[src/rtl/risc_pkg.sv]
// Shared definitions for the RR/EX pipeline slice: datapath widths, the PC alias
// register, ALU-op encodings and the per-edge action of the RR->EX register.
package risc_pkg;

    localparam int         RISC_DATA_W  = 16;
    localparam int         RISC_REG_AW  = 3;
    localparam logic [2:0] RISC_PC_REG  = 3'b111;
    localparam int         BUBBLE_CNT_W = 16;

    typedef enum logic [1:0] {
        ALU_ADD = 2'b00,
        ALU_SUB = 2'b01,
        ALU_AND = 2'b10,
        ALU_OR  = 2'b11
    } alu_op_e;

    // What the RR->EX register does on the coming edge, highest priority first.
    typedef enum logic [1:0] {
        ACT_FLUSH     = 2'b00,
        ACT_HOLD      = 2'b01,
        ACT_INTERLOCK = 2'b10,
        ACT_CAPTURE   = 2'b11
    } stage_act_e;

    function automatic logic [BUBBLE_CNT_W-1:0] sat_inc16(input logic [BUBBLE_CNT_W-1:0] value);
        logic [BUBBLE_CNT_W-1:0] result;
        if (value == 16'hFFFF) begin
            result = value;
        end else begin
            result = value + 16'd1;
        end
        return result;
    endfunction

endpackage

[src/rtl/load_use_detect.sv]
// Combinational load-use hazard detector: EX holds a load whose destination is
// read by the instruction in RR. The PC alias register never interlocks.
module load_use_detect
    import risc_pkg::*;
#(
    parameter int                REG_AW = RISC_REG_AW,
    parameter logic [REG_AW-1:0] PC_REG = REG_AW'(RISC_PC_REG)
) (
    input  logic              id_valid,
    input  logic [REG_AW-1:0] id_rs1,
    input  logic [REG_AW-1:0] id_rs2,
    input  logic              ex_valid,
    input  logic              ex_mem_rd,
    input  logic              ex_reg_wr,
    input  logic [REG_AW-1:0] ex_rd,
    output logic              load_use
);

    logic ex_is_load_s;
    logic rs1_hit_s;
    logic rs2_hit_s;

    // Hazard decode from the EX producer and the RR consumer source indices.
    always_comb begin
        ex_is_load_s = 1'b0;
        rs1_hit_s    = 1'b0;
        rs2_hit_s    = 1'b0;
        load_use     = 1'b0;
        if (ex_valid && ex_mem_rd && ex_reg_wr && (ex_rd != PC_REG)) begin
            ex_is_load_s = 1'b1;
        end else begin
            ex_is_load_s = 1'b0;
        end
        rs1_hit_s = (id_rs1 == ex_rd) && (id_rs1 != PC_REG);
        rs2_hit_s = (id_rs2 == ex_rd) && (id_rs2 != PC_REG);
        if (id_valid && ex_is_load_s) begin
            load_use = rs1_hit_s | rs2_hit_s;
        end else begin
            load_use = 1'b0;
        end
    end

endmodule

[src/rtl/rr_ex_stage.sv]
// RR->EX pipeline register with load-use interlock, flush and downstream stall
// handling, plus a saturating count of interlock bubbles.
module rr_ex_stage
    import risc_pkg::*;
#(
    parameter int                DATA_W = RISC_DATA_W,
    parameter int                REG_AW = RISC_REG_AW,
    parameter logic [REG_AW-1:0] PC_REG = REG_AW'(RISC_PC_REG)
) (
    input  logic                    clk,
    input  logic                    rst,
    input  logic                    id_valid,
    input  logic [DATA_W-1:0]       id_pc,
    input  logic [REG_AW-1:0]       id_rs1,
    input  logic [REG_AW-1:0]       id_rs2,
    input  logic [REG_AW-1:0]       id_rd,
    input  logic                    id_reg_wr,
    input  logic                    id_mem_rd,
    input  logic                    id_mem_wr,
    input  logic [1:0]              id_alu_op,
    input  logic [DATA_W-1:0]       id_op1,
    input  logic [DATA_W-1:0]       id_op2,
    input  logic                    flush,
    input  logic                    ext_stall,
    output logic                    rr_ex_valid,
    output logic                    rr_ex_reg_wr,
    output logic                    rr_ex_mem_rd,
    output logic                    rr_ex_mem_wr,
    output logic [1:0]              rr_ex_alu_op,
    output logic [REG_AW-1:0]       rr_ex_rs1,
    output logic [REG_AW-1:0]       rr_ex_rs2,
    output logic [REG_AW-1:0]       rr_ex_rd,
    output logic [DATA_W-1:0]       rr_ex_op1,
    output logic [DATA_W-1:0]       rr_ex_op2,
    output logic [DATA_W-1:0]       rr_ex_pc,
    output logic                    stall_out,
    output logic [BUBBLE_CNT_W-1:0] bubble_cnt
);

    logic                    valid_r;
    logic                    reg_wr_r;
    logic                    mem_rd_r;
    logic                    mem_wr_r;
    alu_op_e                 alu_op_r;
    logic [REG_AW-1:0]       rs1_r;
    logic [REG_AW-1:0]       rs2_r;
    logic [REG_AW-1:0]       rd_r;
    logic [DATA_W-1:0]       op1_r;
    logic [DATA_W-1:0]       op2_r;
    logic [DATA_W-1:0]       pc_r;
    logic [BUBBLE_CNT_W-1:0] bubble_cnt_r;

    logic                    load_use_s;
    logic                    stall_s;
    stage_act_e              act_s;

    load_use_detect #(
        .REG_AW (REG_AW),
        .PC_REG (PC_REG)
    ) u_load_use_detect (
        .id_valid  (id_valid),
        .id_rs1    (id_rs1),
        .id_rs2    (id_rs2),
        .ex_valid  (valid_r),
        .ex_mem_rd (mem_rd_r),
        .ex_reg_wr (reg_wr_r),
        .ex_rd     (rd_r),
        .load_use  (load_use_s)
    );

    // Resolve the edge action; a flush overrides every stall source.
    always_comb begin
        act_s   = ACT_CAPTURE;
        stall_s = 1'b0;
        if (flush) begin
            act_s = ACT_FLUSH;
        end else if (ext_stall) begin
            act_s = ACT_HOLD;
        end else if (load_use_s) begin
            act_s = ACT_INTERLOCK;
        end else begin
            act_s = ACT_CAPTURE;
        end
        stall_s = ~flush & (ext_stall | load_use_s);
    end

    // Pipeline register update; bubbles clear every field so EX never sees stale indices.
    always_ff @(posedge clk or posedge rst) begin
        if (rst) begin
            valid_r      <= 1'b0;
            reg_wr_r     <= 1'b0;
            mem_rd_r     <= 1'b0;
            mem_wr_r     <= 1'b0;
            alu_op_r     <= ALU_ADD;
            rs1_r        <= {REG_AW{1'b0}};
            rs2_r        <= {REG_AW{1'b0}};
            rd_r         <= {REG_AW{1'b0}};
            op1_r        <= {DATA_W{1'b0}};
            op2_r        <= {DATA_W{1'b0}};
            pc_r         <= {DATA_W{1'b0}};
            bubble_cnt_r <= {BUBBLE_CNT_W{1'b0}};
        end else begin
            case (act_s)
                ACT_CAPTURE: begin
                    valid_r  <= id_valid;
                    reg_wr_r <= id_reg_wr & id_valid;
                    mem_rd_r <= id_mem_rd & id_valid;
                    mem_wr_r <= id_mem_wr & id_valid;
                    alu_op_r <= alu_op_e'(id_alu_op);
                    rs1_r    <= id_rs1;
                    rs2_r    <= id_rs2;
                    rd_r     <= id_rd;
                    op1_r    <= id_op1;
                    op2_r    <= id_op2;
                    pc_r     <= id_pc;
                end
                ACT_HOLD: begin
                    valid_r      <= valid_r;
                    reg_wr_r     <= reg_wr_r;
                    mem_rd_r     <= mem_rd_r;
                    mem_wr_r     <= mem_wr_r;
                    alu_op_r     <= alu_op_r;
                    rs1_r        <= rs1_r;
                    rs2_r        <= rs2_r;
                    rd_r         <= rd_r;
                    op1_r        <= op1_r;
                    op2_r        <= op2_r;
                    pc_r         <= pc_r;
                    bubble_cnt_r <= bubble_cnt_r;
                end
                ACT_INTERLOCK: begin
                    valid_r      <= 1'b0;
                    reg_wr_r     <= 1'b0;
                    mem_rd_r     <= 1'b0;
                    mem_wr_r     <= 1'b0;
                    alu_op_r     <= ALU_ADD;
                    rs1_r        <= {REG_AW{1'b0}};
                    rs2_r        <= {REG_AW{1'b0}};
                    rd_r         <= {REG_AW{1'b0}};
                    op1_r        <= {DATA_W{1'b0}};
                    op2_r        <= {DATA_W{1'b0}};
                    pc_r         <= {DATA_W{1'b0}};
                    bubble_cnt_r <= sat_inc16(bubble_cnt_r);
                end
                default: begin
                    valid_r  <= 1'b0;
                    reg_wr_r <= 1'b0;
                    mem_rd_r <= 1'b0;
                    mem_wr_r <= 1'b0;
                    alu_op_r <= ALU_ADD;
                    rs1_r    <= {REG_AW{1'b0}};
                    rs2_r    <= {REG_AW{1'b0}};
                    rd_r     <= {REG_AW{1'b0}};
                    op1_r    <= {DATA_W{1'b0}};
                    op2_r    <= {DATA_W{1'b0}};
                    pc_r     <= {DATA_W{1'b0}};
                end
            endcase
        end
    end

    assign rr_ex_valid  = valid_r;
    assign rr_ex_reg_wr = reg_wr_r;
    assign rr_ex_mem_rd = mem_rd_r;
    assign rr_ex_mem_wr = mem_wr_r;
    assign rr_ex_alu_op = alu_op_r;
    assign rr_ex_rs1    = rs1_r;
    assign rr_ex_rs2    = rs2_r;
    assign rr_ex_rd     = rd_r;
    assign rr_ex_op1    = op1_r;
    assign rr_ex_op2    = op2_r;
    assign rr_ex_pc     = pc_r;
    assign stall_out    = stall_s;
    assign bubble_cnt   = bubble_cnt_r;

endmodule

[config.mk]
export PLATFORM = sky130hd
export DESIGN_NAME = rr_ex_stage
export DESIGN_NICKNAME = d
export VERILOG_FILES = /design/src/rtl/risc_pkg.sv /design/src/rtl/load_use_detect.sv /design/src/rtl/rr_ex_stage.sv
export SDC_FILE = /design/constraint.sdc
export NUM_CORES = 1
export LEC_CHECK = 0
export ABC_CLOCK_PERIOD_IN_PS = 2290
export BUFFER_PORTS_ARGS = -buffer_cell sky130_fd_sc_hd__buf_2
export CAP_MARGIN = 20
export CORE_MARGIN = 10
export CORE_UTILIZATION = 42
export DETAILED_ROUTE_END_ITERATION = 12
export PLACE_DENSITY = 0.84
export SLEW_MARGIN = 20
export SYNTH_ARGS = -nofsm -noshare
export SYNTH_HDL_FRONTEND = slang
export SYNTH_SLANG_ARGS = --single-unit
[constraint.sdc]
create_clock -name clk -period 2.29 [get_ports clk]
set_clock_uncertainty 0.15 [all_clocks]
set_input_delay 0.1145 -clock clk [delete_from_list [all_inputs] [get_ports clk]]
set_output_delay 0.1145 -clock clk [all_outputs]
set_load 0.01 [all_outputs]
==> results_dict.tcl, run 1 <==
set metrics [dict create \
    yosysUniqueCellTypes 34 \
    gp_congestion 0.798 \
    post-route-min-period_ns 2.08 \
    die_area_um2 11400 \
    synth_seq_cells 79 \
    slew_headroom 0.556 \
    start_kind "flop" \
    viasPerCell 5.15 \
    ir_drop_mv 0.403 \
    worstReg2RegStart "rr_ex_rd[2]$_DFFE_PP0P_" \
    grt_max_degree 64 \
    hold_path_class "input pin to flop" \
    post_dp_cell_area_um2 4030 \
    ant_nets 0 \
    p_leak_nw 2.56 \
    syn-num-nets 294 \
    drv_slew 0 \
    grt_pass1_wl_mm 16.2 \
    drt-initial-drc-count 110 \
    layout_common_cells "buf_2, dfrtp_1, dlygate4sd3_1" \
    route.final.wire_length_mm 10.0 \
    start_util 0.434 \
    hpwl_mm 6.47 \
    post_drt_wl_per_cell_um 18.5 \
    drive_above_1_share 0.412 \
    nets 507 \
    cts_max_level 3 \
    p_per_area_nw_per_um2 592 \
    ys_seq_area_frac 0.625 \
    finalPower_mw 2.89 \
    cp_cell_sequence "xnor2_1 > nand4_2 > a2111oi_4 > buf_6 > mux2_1" \
    syn_area_per_cell_um2 14.0 \
    post-route-period-util 0.908 \
    worst-path-max-fanout 13 \
    tns_ns 0 \
    post_cts_buffers 0 \
    port_buffers 146 \
    rsz0062_at_grt "true" \
    tritoncts "done" \
    status "finished clean" \
    cp_slowest_cell "dfrtp_1" \
    vias 2794 \
    whs_endpoint "bubble_cnt[14]$_DFFE_PP0P_" \
    diodes 0 \
    core_area_um2 7290 \
    fp-row-count 31 \
    endpoint_kind "flop" \
    numCtsBuffers 9 \
    cap_violations 0 \
    hold_slack_ns 0.0501 \
    worst_slew_pin_slew_ns 0.666 \
    setup_viol 0 \
    die_w_um 107 \
    grt_antenna_before_repair 0 \
    overflow 0 \
    cpPeakStageDelay_ns 0.45 \
    hold_violations 0 \
    critical_path_class "flop to flop" \
    mostFrequentLayoutCell "buf_2" \
    crit_required_ns 2.36 \
    clockBufferDepth 2 \
    rrSetupSlack_ns 0.21 \
    path_clk_slew_ns 0.07 \
    r2r_cells 5 \
    crit_family "flip-flops" \
    final_area_um2 4870 \
    syn_to_final_growth_pct 54.1 \
    grt_pass1_vias 2980 \
    clock-sinks 79 \
    grt.total_usage 0.177 \
    synthCells 226 \
    max_freq_mhz 481 \
    syn-cell-area_um2 3160 \
    drt_first_pass_iters 4 \
    die_h_um 107 \
    hp-start "ext_stall" \
    min_path_cells 4 \
    clock-root-buffer "clkbuf_8" \
    ys_warn_count 0 \
    crit_arrival_ns 2.15 \
    pin_count 147 \
    worstSkewPairLatency_ns 0.34 \
    r2r_end "bubble_cnt[1]$_DFFE_PP0P_" \
    crit_buf_inv 1 \
    drcViolationCount 0 \
]
state kept, by name (all words and copies together), names as in the netlist:
name	cells
rr_ex_rd	3
rr_ex_valid	1
bubble_cnt	16
rr_ex_alu_op	2
rr_ex_rs2	3
rr_ex_mem_wr	1
rr_ex_rs1	3
rr_ex_op2	16
rr_ex_op1	16
rr_ex_mem_rd	1
rr_ex_reg_wr	1
rr_ex_pc	16
synth_stat cells:
master	n	share of area
and2_1	1	0.0020
a32o_1	3	0.0095
a21oi_1	1	0.0016
a2111oi_4	1	0.0087
buf_2	6	0.0095
o21ai_0	1	0.0016
nand4_1	8	0.016
nand2b_1	1	0.0020
nor2_1	5	0.0059
xnor2_2	2	0.010
nand2_1	4	0.0047
xnor2_1	15	0.042
buf_1	1	0.0012
a31oi_1	2	0.0040
a22o_1	60	0.17
a21oi_2	1	0.0028
nand4_2	1	0.0040
ha_1	1	0.0040
xor2_1	1	0.0028
mux2_1	3	0.011
nand3_1	2	0.0032
nand3_2	5	0.016
nand4_4	1	0.0067
and3_1	4	0.0079
clkbuf_1	6	0.0071
inv_1	2	0.0024
nor4_1	1	0.0020
and4_1	2	0.0055
buf_6	1	0.0036
nor2_2	1	0.0020
dfrtp_1	79	0.63
nor4_2	1	0.0040
nor2b_1	2	0.0040
or2_2	1	0.0020
metal layers:
layer  GRT usage  share of wire  wire [um]
met1       0.195           0.39       3880
met2       0.317           0.53       5280
met3      0.0515          0.070        698
met4      0.0609          0.017        175
met5           0              0          0
logic make-up after synthesis:
kind of cell | synth area share
XOR/XNOR | 0.0546
flip-flops | 0.625
adder cells (fa/ha/maj) | 0.00396
AND/OR/NAND/NOR | 0.0875
multiplexers | 0.0107
AO/OA/AOI/OAI | 0.194
buffers and inverters | 0.0237
metrics by stage:
stage,util,instances,setup slack (ns)
final,0.668,543,0.210
after global routing,0.668,543,-0.00472
after CTS,0.667,543,0.133
after detailed placement,0.553,463,0.205
after global placement,0.553,463,0.262
after floorplan,-,226,0.00212
how the worst max path moves through the flow:
stage                                        from                   endpoint  slack (ns)  cells after the start
final                     rr_ex_rd[2]$_DFFE_PP0P_  bubble_cnt[1]$_DFFE_PP0P_        0.21                      5
after global routing      rr_ex_rd[2]$_DFFE_PP0P_                  stall_out      -0.005                      6
after detailed placement  rr_ex_rd[2]$_DFFE_PP0P_  bubble_cnt[1]$_DFFE_PP0P_        0.20                      5
after CTS                 rr_ex_rd[0]$_DFFE_PP0P_                  stall_out        0.13                      6
after floorplan                               rst  bubble_cnt[0]$_DFFE_PP0P_       0.002                      1
after global placement    rr_ex_rd[1]$_DFFE_PP0P_  bubble_cnt[1]$_DFFE_PP0P_        0.26                      5
area by class of cell:
cell class	instances	area, um2
Inverter	2	8.76
Timing Repair Buffer	216	1450
Clock buffer	10	128
Sequential cell	79	1980
Clock inverter	6	61.3
Fill cell	570	2420
Multi-Input combinational cell	131	1130
Tap cell	99	124
power breakdown:
group / leakage, nW / total (mW) / internal, mW / switching [mW]
Clock: 0.0960 / 0.978 / 0.500 / 0.478
Combinational: 1.40 / 0.415 / 0.218 / 0.197
Sequential: 1.06 / 1.49 / 1.46 / 0.0378
Total: 2.56 / 2.89 / 2.17 / 0.713
what timing repair did:
| item | 4_1_cts | 5_1_grt |
|---|---|---|
| gates resized for setup | 0 | 2 |
| setup endpoints to repair | 0 | 1 |
| hold buffers | 64 | 0 |
| endpoints found under the hold margin | 102 | 0 |
worst register-to-register path, cell delays in order, from the launching register on:
cell	delay, ns
dfrtp_1	0.45
xnor2_1	0.22
nand4_2	0.19
a2111oi_4	0.40
buf_6	0.22
mux2_1	0.33
No activity file was read; power rests on OpenSTA's default activity.
==> run 2: changes to the inputs <==
--- a/config.mk
+++ b/config.mk
@@ -11,6 +11,7 @@
 export CORE_MARGIN = 10
 export CORE_UTILIZATION = 42
 export DETAILED_ROUTE_END_ITERATION = 12
+export MAX_ROUTING_LAYER = met4
 export PLACE_DENSITY = 0.84
 export SLEW_MARGIN = 20
 export SYNTH_ARGS = -nofsm -noshare
==> results_dict.tcl, run 2 (synthesis gave the netlist of run 1 again) <==
set metrics [dict create \
    status "finished clean" \
    numCtsBuffers 9 \
    hold_violations 0 \
    hold_slack_ns 0.0517 \
    nets 507 \
    clock-root-buffer "clkbuf_8" \
    post_drt_wl_per_cell_um 18.5 \
    finalNonFillerCells 543 \
    die_area_um2 11400 \
    slew_headroom 0.556 \
    drv_slew 0 \
    grt_max_degree 64 \
    grt.total_usage 0.182 \
    clockBufferDepth 2 \
    crit_arrival_ns 2.15 \
    drt-initial-drc-count 78 \
    gp_congestion 0.810 \
    met1_length_mm 4.02 \
    fp-row-count 31 \
    rsz0062_at_grt "true" \
    post-route-period-util 0.910 \
    ir_drop_mv 0.403 \
    start_kind "flop" \
    post-route-min-period_ns 2.08 \
    overflow 0 \
    die_h_um 107 \
    drive_above_1_share 0.412 \
    max_freq_mhz 480 \
    final_area_um2 4870 \
    dp_cells 463 \
    grt_pass1_wl_mm 16.2 \
    r2r_cells 5 \
    worstSkewPairLatency_ns 0.34 \
    grt_antenna_before_repair 0 \
    port_buffers 146 \
    start_util 0.434 \
    worst-path-max-fanout 13 \
    hold_path_class "input pin to flop" \
    route.final.wire_length_mm 10.0 \
    layout_common_cells "buf_2, dfrtp_1, dlygate4sd3_1" \
    post_dp_cell_area_um2 4030 \
    syn_to_final_growth_pct 54.1 \
    mostFrequentLayoutCell "buf_2" \
    rrSetupSlack_ns 0.21 \
    hp-start "ext_stall" \
    hpwl_mm 6.47 \
    highest_layer "met4" \
    endpoint_kind "flop" \
    setup_viol 0 \
    die_w_um 107 \
    wl_met3_um 583 \
    worstReg2RegStart "rr_ex_rd[2]$_DFFE_PP0P_" \
    drcViolationCount 0 \
    post-route-util 0.668 \
    clock-sinks 79 \
    viasPerCell 5.17 \
    critical_path_class "flop to flop" \
    tritoncts "done" \
    core_area_um2 7290 \
    ant_nets 0 \
    p_per_area_nw_per_um2 592 \
    path_clk_slew_ns 0.07 \
    worst_slew_pin_slew_ns 0.665 \
    grt_pass1_vias 2983 \
    drt_first_pass_iters 6 \
    min_path_cells 4 \
    post_cts_buffers 0 \
    crit_required_ns 2.36 \
    pin_count 147 \
    whs_endpoint "bubble_cnt[14]$_DFFE_PP0P_" \
    r2r_end "bubble_cnt[1]$_DFFE_PP0P_" \
    cts_max_level 3 \
    cap_violations 0 \
    p_leak_nw 2.56 \
    vias 2808 \
    diodes 0 \
    wl_met2_mm 5.26 \
]
==> run 2: cell counts in the layout (fill, tap and decap cells not counted) <==
Identical to the previous run, type by type.
==> run 2: area by class of cell <==
type	count	area, um2
clock buffers	10	128
clock inverters	6	61.3
fillers	570	2420
inverters	2	8.76
multi-input cells	131	1130
flip-flops and latches	79	1980
well taps	99	124
repair buffers	216	1450
==> run 2: stage by stage <==
stage	setup TNS [ns]	setup WS [ns]	total power, mW
floorplan	0	0.00212	1.67
global placement	0	0.262	1.83
detailed placement	0	0.205	1.84
CTS	0	0.133	2.93
global route	-0.00473	-0.00473	3.02
finish	0	0.207	2.89
==> run 2: worst max-delay path, stage by stage, from the launching register on <==
cell and delay, ns:
dfrtp_1 0.45, xnor2_1 0.22, nand4_2 0.19, a2111oi_4 0.40, buf_6 0.22, mux2_1 0.33
==> run 2: layer usage <==
metal | up-vias | global-route usage
li1 | 1292 | -
met1 | 1388 | 0.201
met2 | 115 | 0.318
met3 | 13 | 0.0401
met4 | 0 | 0.0609
met5 | - | -
==> run 2: repair_timing <==
item / CTS / global route
endpoints found under the setup margin: 0 / 1
hold buffers: 64 / 0
gates resized for setup: 0 / 2
hold endpoints to repair: 102 / 0
==> run 2: worst max-delay path by stage <==
stage               cells after the start                     from                        end  slack (ns)
floorplan                               1                      rst  bubble_cnt[0]$_DFFE_PP0P_       0.002
global placement                        5  rr_ex_rd[1]$_DFFE_PP0P_  bubble_cnt[1]$_DFFE_PP0P_        0.26
detailed placement                      5  rr_ex_rd[2]$_DFFE_PP0P_  bubble_cnt[1]$_DFFE_PP0P_        0.20
CTS                                     6  rr_ex_rd[0]$_DFFE_PP0P_                  stall_out        0.13
global route                            6  rr_ex_rd[2]$_DFFE_PP0P_                  stall_out      -0.005
finish                                  5  rr_ex_rd[2]$_DFFE_PP0P_  bubble_cnt[1]$_DFFE_PP0P_        0.21
==> run 2: report_power, final <==
part | total (mW) | internal (mW) | leakage (nW) | switching, mW
Sequential | 1.49 | 1.46 | 1.06 | 0.0379
Clock | 0.978 | 0.500 | 0.0960 | 0.478
Combinational | 0.415 | 0.218 | 1.40 | 0.197
Total | 2.89 | 2.17 | 2.56 | 0.713
